<file path="src/rtl/lsu_trigger_resolve.sv">
// lsu_trigger_resolve
//   Takes the raw per-trigger match bits from the LSU trigger matcher in dc3,
//   applies pairwise chaining and stages the result through dc4 and dc5.
//   Flushes kill the staged matches. The dc5 result goes to dec. Triggers
//   whose action is enter-debug also drive a debug-halt request handshake.
//   A debug match that arrives while a request is still unacknowledged is
//   dropped and counted.
// Ports
//   clk                   core clock
//   rst_l                 asynchronous active-low reset
//   lsu_trigger_match_dc3 raw per-trigger match, dc3
//   lsu_pkt_valid_dc3     valid non-DMA LSU op in dc3
//   trigger_chain         even bit i chains trigger i with i+1 (odd bits ignored)
//   trigger_action        1 = enter debug, 0 = breakpoint exception
//   flush_dc4/flush_dc5   kill the op in dc4 / dc5
//   dbg_halt_ack          dec accepts the pending debug request
//   lsu_trigger_match_dc4 chained match, dc4 register
//   lsu_trigger_match_dc5 chained match, dc5, gated by flush_dc5
//   lsu_trigger_hit_dc5   OR of lsu_trigger_match_dc5
//   lsu_trigger_dbg_req   debug-halt request pending
//   lsu_trigger_dbg_id    trigger index owning the pending request
//   lsu_trigger_drop_cnt  saturating count of debug matches dropped while busy
module lsu_trigger_resolve #(
  parameter int NUM_TRIG = 4,
  parameter int ID_W     = 2,
  parameter int DROP_W   = 4
) (
  input  logic                clk,
  input  logic                rst_l,
  input  logic [NUM_TRIG-1:0] lsu_trigger_match_dc3,
  input  logic                lsu_pkt_valid_dc3,
  input  logic [NUM_TRIG-1:0] trigger_chain,
  input  logic [NUM_TRIG-1:0] trigger_action,
  input  logic                flush_dc4,
  input  logic                flush_dc5,
  input  logic                dbg_halt_ack,
  output logic [NUM_TRIG-1:0] lsu_trigger_match_dc4,
  output logic [NUM_TRIG-1:0] lsu_trigger_match_dc5,
  output logic                lsu_trigger_hit_dc5,
  output logic                lsu_trigger_dbg_req,
  output logic [ID_W-1:0]     lsu_trigger_dbg_id,
  output logic [DROP_W-1:0]   lsu_trigger_drop_cnt
);

  typedef enum logic [0:0] {
    ST_IDLE = 1'b0,
    ST_REQ  = 1'b1
  } dbg_state_e;

  logic [NUM_TRIG-1:0] chained_s;
  logic [NUM_TRIG-1:0] dc4_r;
  logic [NUM_TRIG-1:0] dc5_r;
  logic [NUM_TRIG-1:0] match_dc5_s;
  logic [NUM_TRIG-1:0] dbg_cand_s;
  logic                any_dbg_s;
  logic [ID_W-1:0]     sel_s;
  logic                chain_odd_unused_s;
  dbg_state_e          state_r;
  logic                dbg_req_r;
  logic [ID_W-1:0]     dbg_id_r;
  logic [DROP_W-1:0]   drop_cnt_r;

  // Index of the lowest set bit. The scan goes from high to low so that the
  // lowest index is the last value written.
  function automatic logic [ID_W-1:0] lowest_idx(input logic [NUM_TRIG-1:0] v);
    logic [ID_W-1:0] idx;
    idx = {ID_W{1'b0}};
    for (int i = NUM_TRIG - 1; i >= 0; i--) begin
      if (v[i]) begin
        idx = ID_W'(i);
      end else begin
        idx = idx;
      end
    end
    return idx;
  endfunction

  // Pairwise chaining: a chained pair reports only when both members match.
  always_comb begin
    chained_s = lsu_trigger_match_dc3;
    for (int i = 0; i < NUM_TRIG; i += 2) begin
      if (trigger_chain[i]) begin
        chained_s[i]   = lsu_trigger_match_dc3[i] & lsu_trigger_match_dc3[i+1];
        chained_s[i+1] = lsu_trigger_match_dc3[i] & lsu_trigger_match_dc3[i+1];
      end else begin
        chained_s[i]   = lsu_trigger_match_dc3[i];
        chained_s[i+1] = lsu_trigger_match_dc3[i+1];
      end
    end
  end

  // Odd chain bits have no meaning. They are folded here so that they are visibly consumed.
  always_comb begin
    chain_odd_unused_s = 1'b0;
    for (int i = 1; i < NUM_TRIG; i += 2) begin
      chain_odd_unused_s = chain_odd_unused_s ^ trigger_chain[i];
    end
  end

  // dc5 view and debug candidates. flush_dc5 kills the op in the same cycle.
  always_comb begin
    match_dc5_s = dc5_r & ~{NUM_TRIG{flush_dc5}};
    dbg_cand_s  = match_dc5_s & trigger_action;
    any_dbg_s   = |dbg_cand_s;
    sel_s       = lowest_idx(dbg_cand_s);
  end

  // dc4/dc5 stage registers. They advance every cycle and are never stalled.
  always_ff @(posedge clk or negedge rst_l) begin
    if (!rst_l) begin
      dc4_r <= {NUM_TRIG{1'b0}};
      dc5_r <= {NUM_TRIG{1'b0}};
    end else begin
      dc4_r <= chained_s & {NUM_TRIG{lsu_pkt_valid_dc3}};
      dc5_r <= dc4_r & {NUM_TRIG{~flush_dc4}};
    end
  end

  // Debug-halt request handshake. An ack that arrives together with a new
  // candidate re-arms the request at once, so there is no idle bubble.
  always_ff @(posedge clk or negedge rst_l) begin
    if (!rst_l) begin
      state_r    <= ST_IDLE;
      dbg_req_r  <= 1'b0;
      dbg_id_r   <= {ID_W{1'b0}};
      drop_cnt_r <= {DROP_W{1'b0}};
    end else begin
      case (state_r)
        ST_IDLE: begin
          if (any_dbg_s) begin
            state_r   <= ST_REQ;
            dbg_req_r <= 1'b1;
            dbg_id_r  <= sel_s;
          end else begin
            dbg_req_r <= 1'b0;
          end
        end
        ST_REQ: begin
          if (dbg_halt_ack) begin
            if (any_dbg_s) begin
              dbg_id_r <= sel_s;
            end else begin
              state_r   <= ST_IDLE;
              dbg_req_r <= 1'b0;
            end
          end else if (any_dbg_s) begin
            if (drop_cnt_r != {DROP_W{1'b1}}) begin
              drop_cnt_r <= drop_cnt_r + DROP_W'(1);
            end else begin
              drop_cnt_r <= drop_cnt_r;
            end
          end else begin
            dbg_req_r <= 1'b1;
          end
        end
        default: begin
          state_r   <= ST_IDLE;
          dbg_req_r <= 1'b0;
        end
      endcase
    end
  end

  assign lsu_trigger_match_dc4 = dc4_r;
  assign lsu_trigger_match_dc5 = match_dc5_s;
  assign lsu_trigger_hit_dc5   = |match_dc5_s;
  assign lsu_trigger_dbg_req   = dbg_req_r;
  assign lsu_trigger_dbg_id    = dbg_id_r;
  assign lsu_trigger_drop_cnt  = drop_cnt_r;

endmodule

</file>
<file path="config.mk">
export PLATFORM = sky130hd
export DESIGN_NAME = lsu_trigger_resolve
export DESIGN_NICKNAME = d
export VERILOG_FILES = /design/src/rtl/lsu_trigger_resolve.sv
export SDC_FILE = /design/constraint.sdc
export NUM_CORES = 1
export LEC_CHECK = 0
export BUFFER_PORTS_ARGS = -buffer_cell sky130_fd_sc_hd__buf_2
export CORE_MARGIN = 5
export CORE_UTILIZATION = 43
export CTS_CLUSTER_SIZE = 20
export DETAILED_ROUTE_END_ITERATION = 6
export PLACE_DENSITY = 0.76
export SETUP_SLACK_MARGIN = 0.3
export SYNTH_ARGS = -nofsm -noshare
export SYNTH_HDL_FRONTEND = slang
export SYNTH_SLANG_ARGS = --single-unit
</file>
<file path="constraint.sdc">
create_clock -name clk -period 1.8 [get_ports clk]
set_clock_uncertainty 0.2 [all_clocks]
set_input_delay 0.36 -clock clk [delete_from_list [all_inputs] [get_ports clk]]
set_output_delay 0.36 -clock clk [all_outputs]
set_load 0.005 [all_outputs]
</file>
==> flow_metrics.tcl <==
set metrics [dict create \
    die_w_um 50.37 \
    cp_data_required_time_ns 1.24 \
    ys_top_cells_by_count "dfrtp_1, nor2b_1, inv_1, a21oi_1, nand2_1" \
    path_clk_slew_ns 0.09 \
    start_util_pct 45.98 \
    postRouteAntennaNets 0 \
    worstMarginPinSlew_ns 0.3410 \
    cts_made_buffers 3 \
    io_pins 34 \
    root_buffer "clkbuf_4" \
    post_drt_wl_per_cell_um 14.17 \
    cp_data_arrival_time_ns 1.44 \
    cts_max_level 1 \
    grt_pass1_vias 611 \
    gr-total-overflow 0 \
    area_growth_pct 56.96 \
    syn_area_per_cell_um2 11.12 \
    crit_fanout 3 \
    rows 14 \
    routabilityCongestion 0.7505 \
    hold_viol 0 \
    min_period_ns 2.001 \
    power.density_nw_per_um2 728.6 \
    grt_max_degree 17 \
    grt_pass1_wl_um 2415 \
    via_per_inst 5.098 \
    routed_wl_um 1743 \
    place_area_um2 918.4 \
    drtPass1Iterations 4 \
    criticalPathCategory "reg -> out" \
    min_path_type "in -> reg" \
    failed_checks "negative setup slack" \
    finish.utilization_pct 72.17 \
    drc_errors 0 \
    drive_gt1_share_pct 57.01 \
    synth_warnings 0 \
    fmax_mhz 499.7 \
    synth.cell_area_um2 700.7 \
    nNetsFinal 128 \
    async_flop_share_pct 100.0 \
    drv_cap 0 \
    slew_viol_final 0 \
    synth_top_area_share_pct 57.14 \
    grt_setup_unrepaired "true" \
    dp.cells 112 \
    vdd_drop_max_v 0.0005207 \
    dpl.hpwl_um 1167 \
    synth_fp_nets 82 \
    dr_total_vias 627 \
    cts_tree "done" \
    p_leak_nw 0.5777 \
    synth_edf_count 0 \
    synth_most_common_cell "dfrtp_1" \
    ys_types 23 \
    ys_seq_area_share_pct 57.14 \
    synth_seq_cells 16 \
    synthTopCellsByArea "dfrtp_1, nor2b_1, xnor2_1" \
    design.core.area_um2 1524 \
    drt_iter0_markers 6 \
    port-buffer-count 31 \
    finalInstanceArea_um2 1100 \
    critical_path.startpoint_type "register" \
    die_h_um 50.37 \
    dieArea_um2 2537 \
    clk_path_buf_depth 2 \
    final_cells 123 \
    fin_crit_sh_pct 111.2 \
    syn_inst 63 \
    worst_slack_ns -0.2013 \
    yosysTopAreaCell "dfrtp_1" \
    gr-usage-all-layers_pct 12.08 \
    n_antenna_cell 0 \
    finalSetupViolations 1 \
    clock_sinks 16 \
    status "finished with violations" \
    slew_headroom_pct 77.27 \
    antenna_found_initial 0 \
    fillCellCount 113 \
    synth_flop_cell "dfrtp_1" \
    clk_latency_ns 0.27 \
    end_kind "output port" \
]
[worst paths after layout]
path / from / end / slack (ns) / cells past startpoint
min in group asynchronous: rst_l / lsu_trigger_dbg_id[1] / 0.33 / 2
worst max register to register: lsu_trigger_drop_cnt[1] / lsu_trigger_drop_cnt[1] / 0.16 / 4
worst min register to register: lsu_trigger_match_dc4[3] / dc5_r[3] / 0.29 / 1
worst max-delay path: dc5_r[3] / lsu_trigger_hit_dc5 / -0.20 / 3
max in group asynchronous: rst_l / lsu_trigger_match_dc4[2] / 0.81 / 2
worst min-delay path: trigger_chain[0] / lsu_trigger_match_dc4[1] / 0.06 / 2
[kinds of logic (layout without fill, tap and decap cells)]
family | count (synthesis) | in the layout | share of synthesized area (%)
fa+ha+maj | 1 | 1 | 1.785
simple gates | 22 | 22 | 17.86
flops | 16 | 16 | 57.14
buf+inv | 6 | 50 | 3.214
mux | 2 | 2 | 3.749
xor+xnor | 3 | 3 | 3.751
compound gates | 13 | 13 | 12.50
[power by group]
| part | leakage, nW | total [mW] | internal (mW) | switching [mW] |
|---|---|---|---|---|
| logic | 0.350 | 0.207 | 0.122 | 0.0851 |
| clock network | 0.0138 | 0.178 | 0.0773 | 0.101 |
| registers | 0.214 | 0.416 | 0.391 | 0.0253 |
| total | 0.578 | 0.801 | 0.590 | 0.211 |
[area by class of cell]
cell class              instances  area, um^2  share of cell area (%)
inverters                       6       22.52                   2.048
well taps                      16       20.02                   1.820
repair buffers                 41       250.2                   22.75
flip-flops and latches         16       400.4                   36.41
multi-input cells              41       384.1                   34.93
clock buffers                   3       22.52                   2.048
[state kept, by name, summed over array words and instances, names as in the netlist]
register,cells
state_r,1
lsu_trigger_dbg_id,2
lsu_trigger_drop_cnt,4
dc5_r,4
lsu_trigger_match_dc4,4
lsu_trigger_dbg_req,1
[layout by cell type, fill, tap and decap left out, types with 2 or more instances in the layout]
master	instances
a21oi_1	5
a22oi_2	2
buf_2	30
buf_4	6
buf_6	4
clkbuf_4	3
dfrtp_1	16
inv_1	6
nand2_1	5
nor2b_1	6
nor2b_4	3
xnor2_2	2
[per-layer routing]
layer  up-vias  GRT usage [%]  wire, um  share of wire (%)
li1        311              -         -                  -
met1       288          13.16       619                 36
met2        26          21.97       948                 54
met3         2          2.071       151                8.7
met4         0          6.383        24                1.4
met5         -              0         0                  0
[worst max-delay path, cell delays in order (launching register included)]
cell and delay [ns]:
dfrtp_1 0.39, nor2b_4 0.13, or4_1 0.51, buf_2 0.14
[metrics by stage]
| stage | TNS [ns] | power, mW | hold slack (ns) | worst slack, ns |
|---|---|---|---|---|
| finish | -0.2013 | 0.8013 | 0.06151 | -0.2013 |
| global route | -0.2665 | 0.8526 | 0.04699 | -0.2665 |
| CTS | -0.1909 | 0.7223 | 0.05956 | -0.1909 |
| detailed placement | 0 | 0.5511 | 0.07789 | 0.01242 |
| global placement | 0 | 0.5450 | 0.07762 | 0.02216 |
| floorplan | 0 | 0.4757 | -0.1356 | 0.2322 |
[repair_timing]
| action | CTS | global route |
|---|---|---|
| pin swaps | 0 | 9 |
| hold buffers | 1 | 0 |
| endpoints found under the hold margin | 16 | 0 |
| gates resized for setup | 0 | 18 |
| buffers inserted | 0 | 7 |
| endpoints found under the setup margin | 6 | 11 |
Power figures use the tool's default switching activity.
